[config.mk]
export PLATFORM = sky130hd
export DESIGN_NAME = seq_mul_ctrl_flat
export DESIGN_NICKNAME = d
export VERILOG_FILES = /design/src/rtl/seq_mul_ctrl_if.sv /design/src/rtl/seq_mul_ctrl.sv /design/src/flat_wrapper.sv
export SDC_FILE = /design/constraint.sdc
export NUM_CORES = 1
export LEC_CHECK = 0
export BUFFER_PORTS_ARGS = -buffer_cell sky130_fd_sc_hd__buf_2
export CELL_PAD_IN_SITES_DETAIL_PLACEMENT = 0
export CELL_PAD_IN_SITES_GLOBAL_PLACEMENT = 1
export CORE_AREA = 2 2 39 41
export DETAILED_ROUTE_END_ITERATION = 12
export DIE_AREA = 0 0 41 43
export GPL_TIMING_DRIVEN = 0
export PLACE_DENSITY_LB_ADDON = 0.1
export SLEW_MARGIN = 20
export SYNTH_ARGS = -nofsm -noshare
export SYNTH_HDL_FRONTEND = slang
export SYNTH_SLANG_ARGS = --single-unit
[constraint.sdc]
create_clock -name clk -period 1.7 [get_ports clk]
set_clock_uncertainty 0.05 [all_clocks]
set_input_delay 0.34 -clock clk [delete_from_list [all_inputs] [get_ports clk]]
set_output_delay 0.34 -clock clk [all_outputs]
set_load 0.01 [all_outputs]
[src/rtl/seq_mul_ctrl_if.sv]
// rtl/seq_mul_ctrl_if.sv - start/abort/busy/done handshake between requester and multiplier control
interface seq_mul_ctrl_if;
  logic start;
  logic abort;
  logic busy;
  logic done;

  modport master (
    output start,
    output abort,
    input  busy,
    input  done
  );

  modport slave (
    input  start,
    input  abort,
    output busy,
    output done
  );
endinterface

[src/rtl/seq_mul_ctrl.sv]
// rtl/seq_mul_ctrl.sv - control FSM sequencing the shift-add multiplier datapath and iteration counter
module seq_mul_ctrl #(
  parameter int ITER = 4,
  parameter int CW   = 2
) (
  input  logic            clk,
  input  logic            reset,
  seq_mul_ctrl_if.slave   hs,
  input  logic            q0,
  input  logic            cnt_tc,
  output logic            load_regs,
  output logic            add_en,
  output logic            shift_en,
  output logic            cnt_load,
  output logic            cnt_en,
  output logic [CW-1:0]   cnt_data,
  output logic [CW-1:0]   cnt_lmt
);

  localparam logic [2:0] S_IDLE  = 3'd0;
  localparam logic [2:0] S_LOAD  = 3'd1;
  localparam logic [2:0] S_TEST  = 3'd2;
  localparam logic [2:0] S_ADD   = 3'd3;
  localparam logic [2:0] S_SHIFT = 3'd4;
  localparam logic [2:0] S_DONE  = 3'd5;

  localparam logic [CW-1:0] LIMIT = CW'(ITER - 1);

  logic [2:0] state;
  logic [2:0] state_nxt;

  always_comb begin
    state_nxt = state;
    // abort outranks every other exit from a busy state
    if (state != S_IDLE && hs.abort) begin
      state_nxt = S_IDLE;
    end else begin
      case (state)
        S_IDLE:  if (hs.start) state_nxt = S_LOAD;
        S_LOAD:  state_nxt = S_TEST;
        S_TEST:  state_nxt = q0 ? S_ADD : S_SHIFT;
        S_ADD:   state_nxt = S_SHIFT;
        S_SHIFT: state_nxt = cnt_tc ? S_DONE : S_TEST;
        S_DONE:  state_nxt = S_IDLE;
        default: state_nxt = S_IDLE;
      endcase
    end
  end

  always_ff @(posedge clk or negedge reset) begin
    if (!reset) begin
      state <= S_IDLE;
    end else begin
      state <= state_nxt;
    end
  end

  // Moore decode; strobes fall with the state register when reset asserts
  assign load_regs = (state == S_LOAD);
  assign cnt_load  = (state == S_LOAD);
  assign add_en    = (state == S_ADD);
  assign shift_en  = (state == S_SHIFT);
  assign cnt_en    = (state == S_SHIFT);
  assign hs.done   = (state == S_DONE);
  assign hs.busy   = (state != S_IDLE);
  assign cnt_data  = '0;
  assign cnt_lmt   = LIMIT;

endmodule

[src/flat_wrapper.sv]
// flat-port wrapper written by rule: the top's interface ports become plain ports
module seq_mul_ctrl_flat 
#(
  parameter int ITER = 4,
  parameter int CW   = 2
)
  (clk, reset, q0, cnt_tc, load_regs, add_en, shift_en, cnt_load, cnt_en, cnt_data, cnt_lmt, hs_start, hs_abort, hs_busy, hs_done);
  seq_mul_ctrl_if hs_i ();
  input  logic clk;
  input  logic reset;
  input  logic q0;
  input  logic cnt_tc;
  output logic load_regs;
  output logic add_en;
  output logic shift_en;
  output logic cnt_load;
  output logic cnt_en;
  output logic [CW-1:0] cnt_data;
  output logic [CW-1:0] cnt_lmt;
  input wire logic [$bits(hs_i.start)-1:0] hs_start;
  input wire logic [$bits(hs_i.abort)-1:0] hs_abort;
  output wire logic [$bits(hs_i.busy)-1:0] hs_busy;
  output wire logic [$bits(hs_i.done)-1:0] hs_done;
  assign hs_i.start = hs_start;
  assign hs_i.abort = hs_abort;
  assign hs_busy = hs_i.busy;
  assign hs_done = hs_i.done;
  seq_mul_ctrl #(.ITER(ITER), .CW(CW)) u_core (.clk(clk), .reset(reset), .hs(hs_i), .q0(q0), .cnt_tc(cnt_tc), .load_regs(load_regs), .add_en(add_en), .shift_en(shift_en), .cnt_load(cnt_load), .cnt_en(cnt_en), .cnt_data(cnt_data), .cnt_lmt(cnt_lmt));
endmodule
==> results of run 1 <==
[final cells by class]
| type | instances | area (µm²) | share of cell area |
|---|---|---|---|
| Multi-Input combinational cell | 24 | 165 | 0.396 |
| Sequential cell | 3 | 76.3 | 0.183 |
| Tap cell | 16 | 20.0 | 0.0480 |
| Timing Repair Buffer | 13 | 70.1 | 0.168 |
| Clock buffer | 4 | 26.3 | 0.0631 |
| Buffer | 8 | 55.1 | 0.132 |
| Inverter | 1 | 3.75 | 0.00901 |
[worst max-delay path: stages, from the launching register on]
cell     delay [ns]
dfrtp_1        0.34
buf_2          0.17
nor3_1         0.24
buf_4          0.14
buf_2          0.11
[Yosys cell counts]
| master | instances | area share |
|---|---|---|
| nor3b_1 | 1 | 0.026 |
| conb_1 | 2 | 0.026 |
| nand2b_1 | 1 | 0.022 |
| nor3b_2 | 1 | 0.043 |
| buf_4 | 6 | 0.16 |
| o41ai_2 | 1 | 0.056 |
| a32oi_1 | 1 | 0.030 |
| nor2_1 | 3 | 0.039 |
| nor2b_1 | 3 | 0.065 |
| nand2_1 | 1 | 0.013 |
| nor2b_4 | 1 | 0.048 |
| nor2b_2 | 1 | 0.030 |
| and2_1 | 1 | 0.022 |
| o22ai_1 | 1 | 0.022 |
| buf_2 | 2 | 0.035 |
| dfrtp_1 | 3 | 0.26 |
| inv_1 | 1 | 0.013 |
| a221oi_1 | 1 | 0.030 |
| a2bb2oi_1 | 1 | 0.030 |
| nor3_1 | 2 | 0.035 |
[how the worst max path moves through the flow]
stage	start	to	slack, ns	cells past startpoint
detailed placement	u_core.state[2]	shift_en	0.24	4
floorplan	u_core.state[1]	shift_en	0.26	3
global placement	u_core.state[2]	shift_en	0.28	4
finish	u_core.state[1]	shift_en	0.08	4
global route	u_core.state[1]	load_regs	0.01	4
CTS	u_core.state[1]	shift_en	0.06	4
[power by group through the flow]
stage / combinational [mW] / sequential, mW / clock [mW]
final: 0.353 / 0.115 / 0.124
after global routing: 0.385 / 0.118 / 0.140
after CTS: 0.357 / 0.114 / 0.129
after detailed placement: 0.355 / 0.114 / 0
after global placement: 0.341 / 0.113 / 0
after floorplan: 0.253 / 0.109 / 0
[per-layer routing]
| layer | vias to the layer above | track usage |
|---|---|---|
| met5 | - | 0 |
| met2 | 9 | 0.138 |
| met1 | 122 | 0.0874 |
| met3 | 2 | 0.0314 |
| met4 | 0 | 0.0800 |
| li1 | 142 | - |
[cell families (layout without fill, tap and decap cells)]
family / count (synthesis) / in the layout / share of synthesized area
other: 2 / 4 / 0.0260
AOI/OAI and AO/OA: 5 / 5 / 0.169
buffers and inverters: 9 / 26 / 0.203
and+or+nand+nor: 15 / 15 / 0.342
DFF: 3 / 3 / 0.260
[metrics by stage]
step	power (mW)	worst slack [ns]	hold WS [ns]
final	0.591	0.0764	0.371
after floorplan	0.362	0.258	-0.00559
after global placement	0.454	0.281	0.0833
after CTS	0.600	0.0626	0.367
after global routing	0.644	0.0102	0.381
after detailed placement	0.469	0.244	0.0871
[what timing repair did]
action / CTS / global route
hold buffers: 1 / 0
setup endpoints to repair: 1 / 1
hold endpoints to repair: 3 / 0
pin swaps: 0 / 0
gates resized for setup: 1 / 1
==> results.json, run 1 <==
{
  "row_count": 14,
  "ys_ff_latch": 3,
  "start_util": 0.209,
  "portBuffers": 12,
  "fmax_mhz": 616,
  "die_h_um": 43,
  "r2r_cells": 4,
  "power.leakage_nw": 0.217,
  "wl_met2_um": 367,
  "placed_cell_area_um2": 377,
  "p_sw_frac": 0.405,
  "dr.pass1.iters": 2,
  "num_vias": 275,
  "fin_area_um2": 417,
  "routabilityCongestion": 0.675,
  "hold_viol": 0,
  "avgSynthCellArea_um2": 8.50,
  "end_kind": "output pin",
  "dpl.hpwl_um": 559,
  "core_um2": 1380,
  "top_regs": "u_core.state x3",
  "rrSetupSlack_ns": 0.44,
  "clockBufferDepth": 2,
  "netlist_area_um2": 289,
  "peakVddDrop_mv": 0.501,
  "clockPowerShare": 0.209,
  "antenna_found_initial": 0,
  "wl_per_cell_um": 9.81,
  "ios": 17,
  "regToRegEndpoint": "u_core.state[1]",
  "r2r_start": "u_core.state[1]",
  "ys_seq_area_frac": 0.260,
  "fillers": 157,
  "seqPwrFrac": 0.194,
  "worstHoldPathType": "input port to async pin",
  "wl_um": 677,
  "cts.sinks": 3,
  "most-common-layout-cells": "14 x buf_2, 6 x buf_4, 4 x conb_1, 3 x nor2_1, 3 x clkbuf_4",
  "nets": 60,
  "cts_max_level": 1,
  "yosysUniqueCellTypes": 20,
  "finalCriticalPeriod_ns": 1.62,
  "status": "finished clean",
  "area_delta_synth_final_pct": 44.2,
  "setup_violations": 0,
  "crit_arrival_ns": 1.23,
  "drive_gt1_frac": 0.547,
  "start_kind": "register",
  "grt_max_degree": 11,
  "min_period_over_period": 0.955,
  "final_common_cell": "buf_2",
  "grt_overflow": 0,
  "switching_power_mw": 0.239,
  "fin_cells": 69,
  "m1WireLength_um": 250,
  "combPwrFrac": 0.597,
  "clockRootBuffer": "clkbuf_4",
  "dr.max_layer_used": "met4",
  "dieArea_um2": 1760,
  "largest_register": "u_core.state",
  "ys_warn_count": 0,
  "route.detailed.drc": 0,
  "insertion_delay_ns": 0.23,
  "via_per_inst": 3.99,
  "cts_setup_buffers": 0,
  "pwr_density_cell_nw_per_um2": 1420,
  "cts_tree": "yes",
  "largest_register_ffs": 3,
  "grt_pass1_vias": 232,
  "max_cap_violations": 0,
  "tns_ns": 0,
  "track_usage": 0.0895,
  "dp_cells": 64,
  "die_width_um": 41,
  "netlist_instances": 34,
  "crit_fanout": 8,
  "initialDrtViolationCount": 1,
  "final_util": 0.301,
  "diodes": 0,
  "grt_pass1_wl_um": 986,
  "path_clk_slew_ns": 0.04,
  "rsz0062_at_grt": "no",
  "dr_wl_met3_um": 43,
  "ant_nets": 0,
  "cts_made_buffers": 3,
  "slew_viol_final": 0,
  "internal_power_mw": 0.352,
  "worstPathRequired_ns": 1.31,
  "path_class": "register to output pin"
}
No activity file was read; power rests on OpenSTA's default activity.
==> run 2: changes to the inputs <==
- RECOVER_POWER: unset -> 25
==> results.json, run 2 (synthesized netlist as in run 1, its figures left out) <==
{
  "ios": 17,
  "wl_per_cell_um": 9.81,
  "routabilityCongestion": 0.675,
  "crit_fanout": 8,
  "path_clk_slew_ns": 0.04,
  "top_regs": "u_core.state x3",
  "dieArea_um2": 1760,
  "core_um2": 1380,
  "min_period_over_period": 0.955,
  "rrSetupSlack_ns": 0.44,
  "nets": 60,
  "end_kind": "output pin",
  "dr.pass1.iters": 2,
  "worstPathCellList": "buf_2, nor3_1, buf_4, buf_2",
  "area_delta_synth_final_pct": 43.7,
  "via_per_inst": 3.99,
  "die_width_um": 41,
  "worstHoldPathType": "input port to async pin",
  "slew_viol_final": 0,
  "cts_setup_buffers": 0,
  "ant_nets": 0,
  "clockBufferDepth": 2,
  "worstPathRequired_ns": 1.31,
  "start_kind": "register",
  "hold_viol": 0,
  "grt_max_degree": 11,
  "largest_register": "u_core.state",
  "drive_gt1_frac": 0.528,
  "worst_path_most_repeated_cell": "buf_2",
  "slowest_stage": "dfrtp_1",
  "largest_register_ffs": 3,
  "row_count": 14,
  "peakVddDrop_mv": 0.501,
  "path_class": "register to output pin",
  "r2r_start": "u_core.state[1]",
  "grt_pass1_wl_um": 986,
  "portBuffers": 12,
  "slowest_delay_ns": 0.34,
  "route.detailed.drc": 0,
  "grt_overflow": 0,
  "setup_violations": 0,
  "power.leakage_nw": 0.214,
  "wl_um": 677,
  "p_total_mw": 0.591,
  "cts_made_buffers": 3,
  "finalCriticalPeriod_ns": 1.62,
  "start_util": 0.209,
  "fin_cells": 69,
  "cts.sinks": 3,
  "die_h_um": 43,
  "clockRootBuffer": "clkbuf_4",
  "grt_pass1_vias": 232,
  "initialDrtViolationCount": 1,
  "regToRegEndpoint": "u_core.state[1]",
  "tns_ns": 0,
  "cts_tree": "yes",
  "num_vias": 275,
  "crit_arrival_ns": 1.23,
  "final_common_cell": "buf_2",
  "most-common-layout-cells": "13 x buf_2, 6 x buf_4, 4 x conb_1, 3 x nor2_1, 3 x clkbuf_4",
  "diodes": 0,
  "rsz0062_at_grt": "no",
  "max_cap_violations": 0,
  "cts_max_level": 1,
  "r2r_cells": 4,
  "fmax_mhz": 616,
  "antenna_found_initial": 0,
  "pwr_density_cell_nw_per_um2": 1420,
  "dpl.hpwl_um": 559,
  "insertion_delay_ns": 0.23,
  "status": "finished clean",
  "dp_cells": 64,
  "track_usage": 0.0895,
  "crit_start": "u_core.state[1]"
}
-- run 2: cell types whose count changed in the layout (fill, tap and decap cells not counted) --
cell,before,now
buf_2,14,13
clkbuf_1,1,2
-- run 2: metal layers --
layer  routed length (µm)  vias up  track usage
met3                   43        2       0.0314
met5                    0        -            0
li1                     -      142            -
met2                  367        9        0.138
met4                   16        0       0.0800
met1                  250      122       0.0874
-- run 2: layout make-up --
class                      count  area [µm²]
tap                           16        20.0
fill                         156         968
timing repair buffer          13        68.8
buffer                         8        55.1
inverter                       1        3.75
clock buffer                   4        26.3
multi-input combinational     24         165
sequential                     3        76.3
-- run 2: worst max path at each step --
stage	cells after the start	endpoint	slack (ns)
global route	4	load_regs	0.01
finish	4	shift_en	0.08
floorplan	3	shift_en	0.26
global placement	4	shift_en	0.28
CTS	4	shift_en	0.06
detailed placement	4	shift_en	0.24
-- run 2: critical path, delay by kind of cell, from the launching register on --
| kind | cells | cell delay [ns] |
|---|---|---|
| buffers and inverters | 3 | 0.42 |
| and+or+nand+nor | 1 | 0.24 |
| DFF | 1 | 0.34 |
-- run 2: what timing repair did --
action	in CTS	in global routing
resized for setup	1	1
endpoints found under the setup margin	1	1
hold buffers	1	0
endpoints found under the hold margin	3	0
pin swaps	0	0
-- run 2: stage by stage --
stage	util	area, µm²	setup WS [ns]	hold slack (ns)
floorplan	-	297	0.258	-0.00559
global placement	0.272	377	0.281	0.0833
detailed placement	0.272	377	0.244	0.0871
CTS	0.299	414	0.0626	0.367
global route	0.300	415	0.0102	0.401
finish	0.300	415	0.0766	0.386
-- run 2: where the power goes --
group | internal, mW | total [mW] | switching [mW]
registers | 0.0973 | 0.115 | 0.0173
clock network | 0.0879 | 0.124 | 0.0358
logic | 0.166 | 0.352 | 0.186
total | 0.351 | 0.591 | 0.239
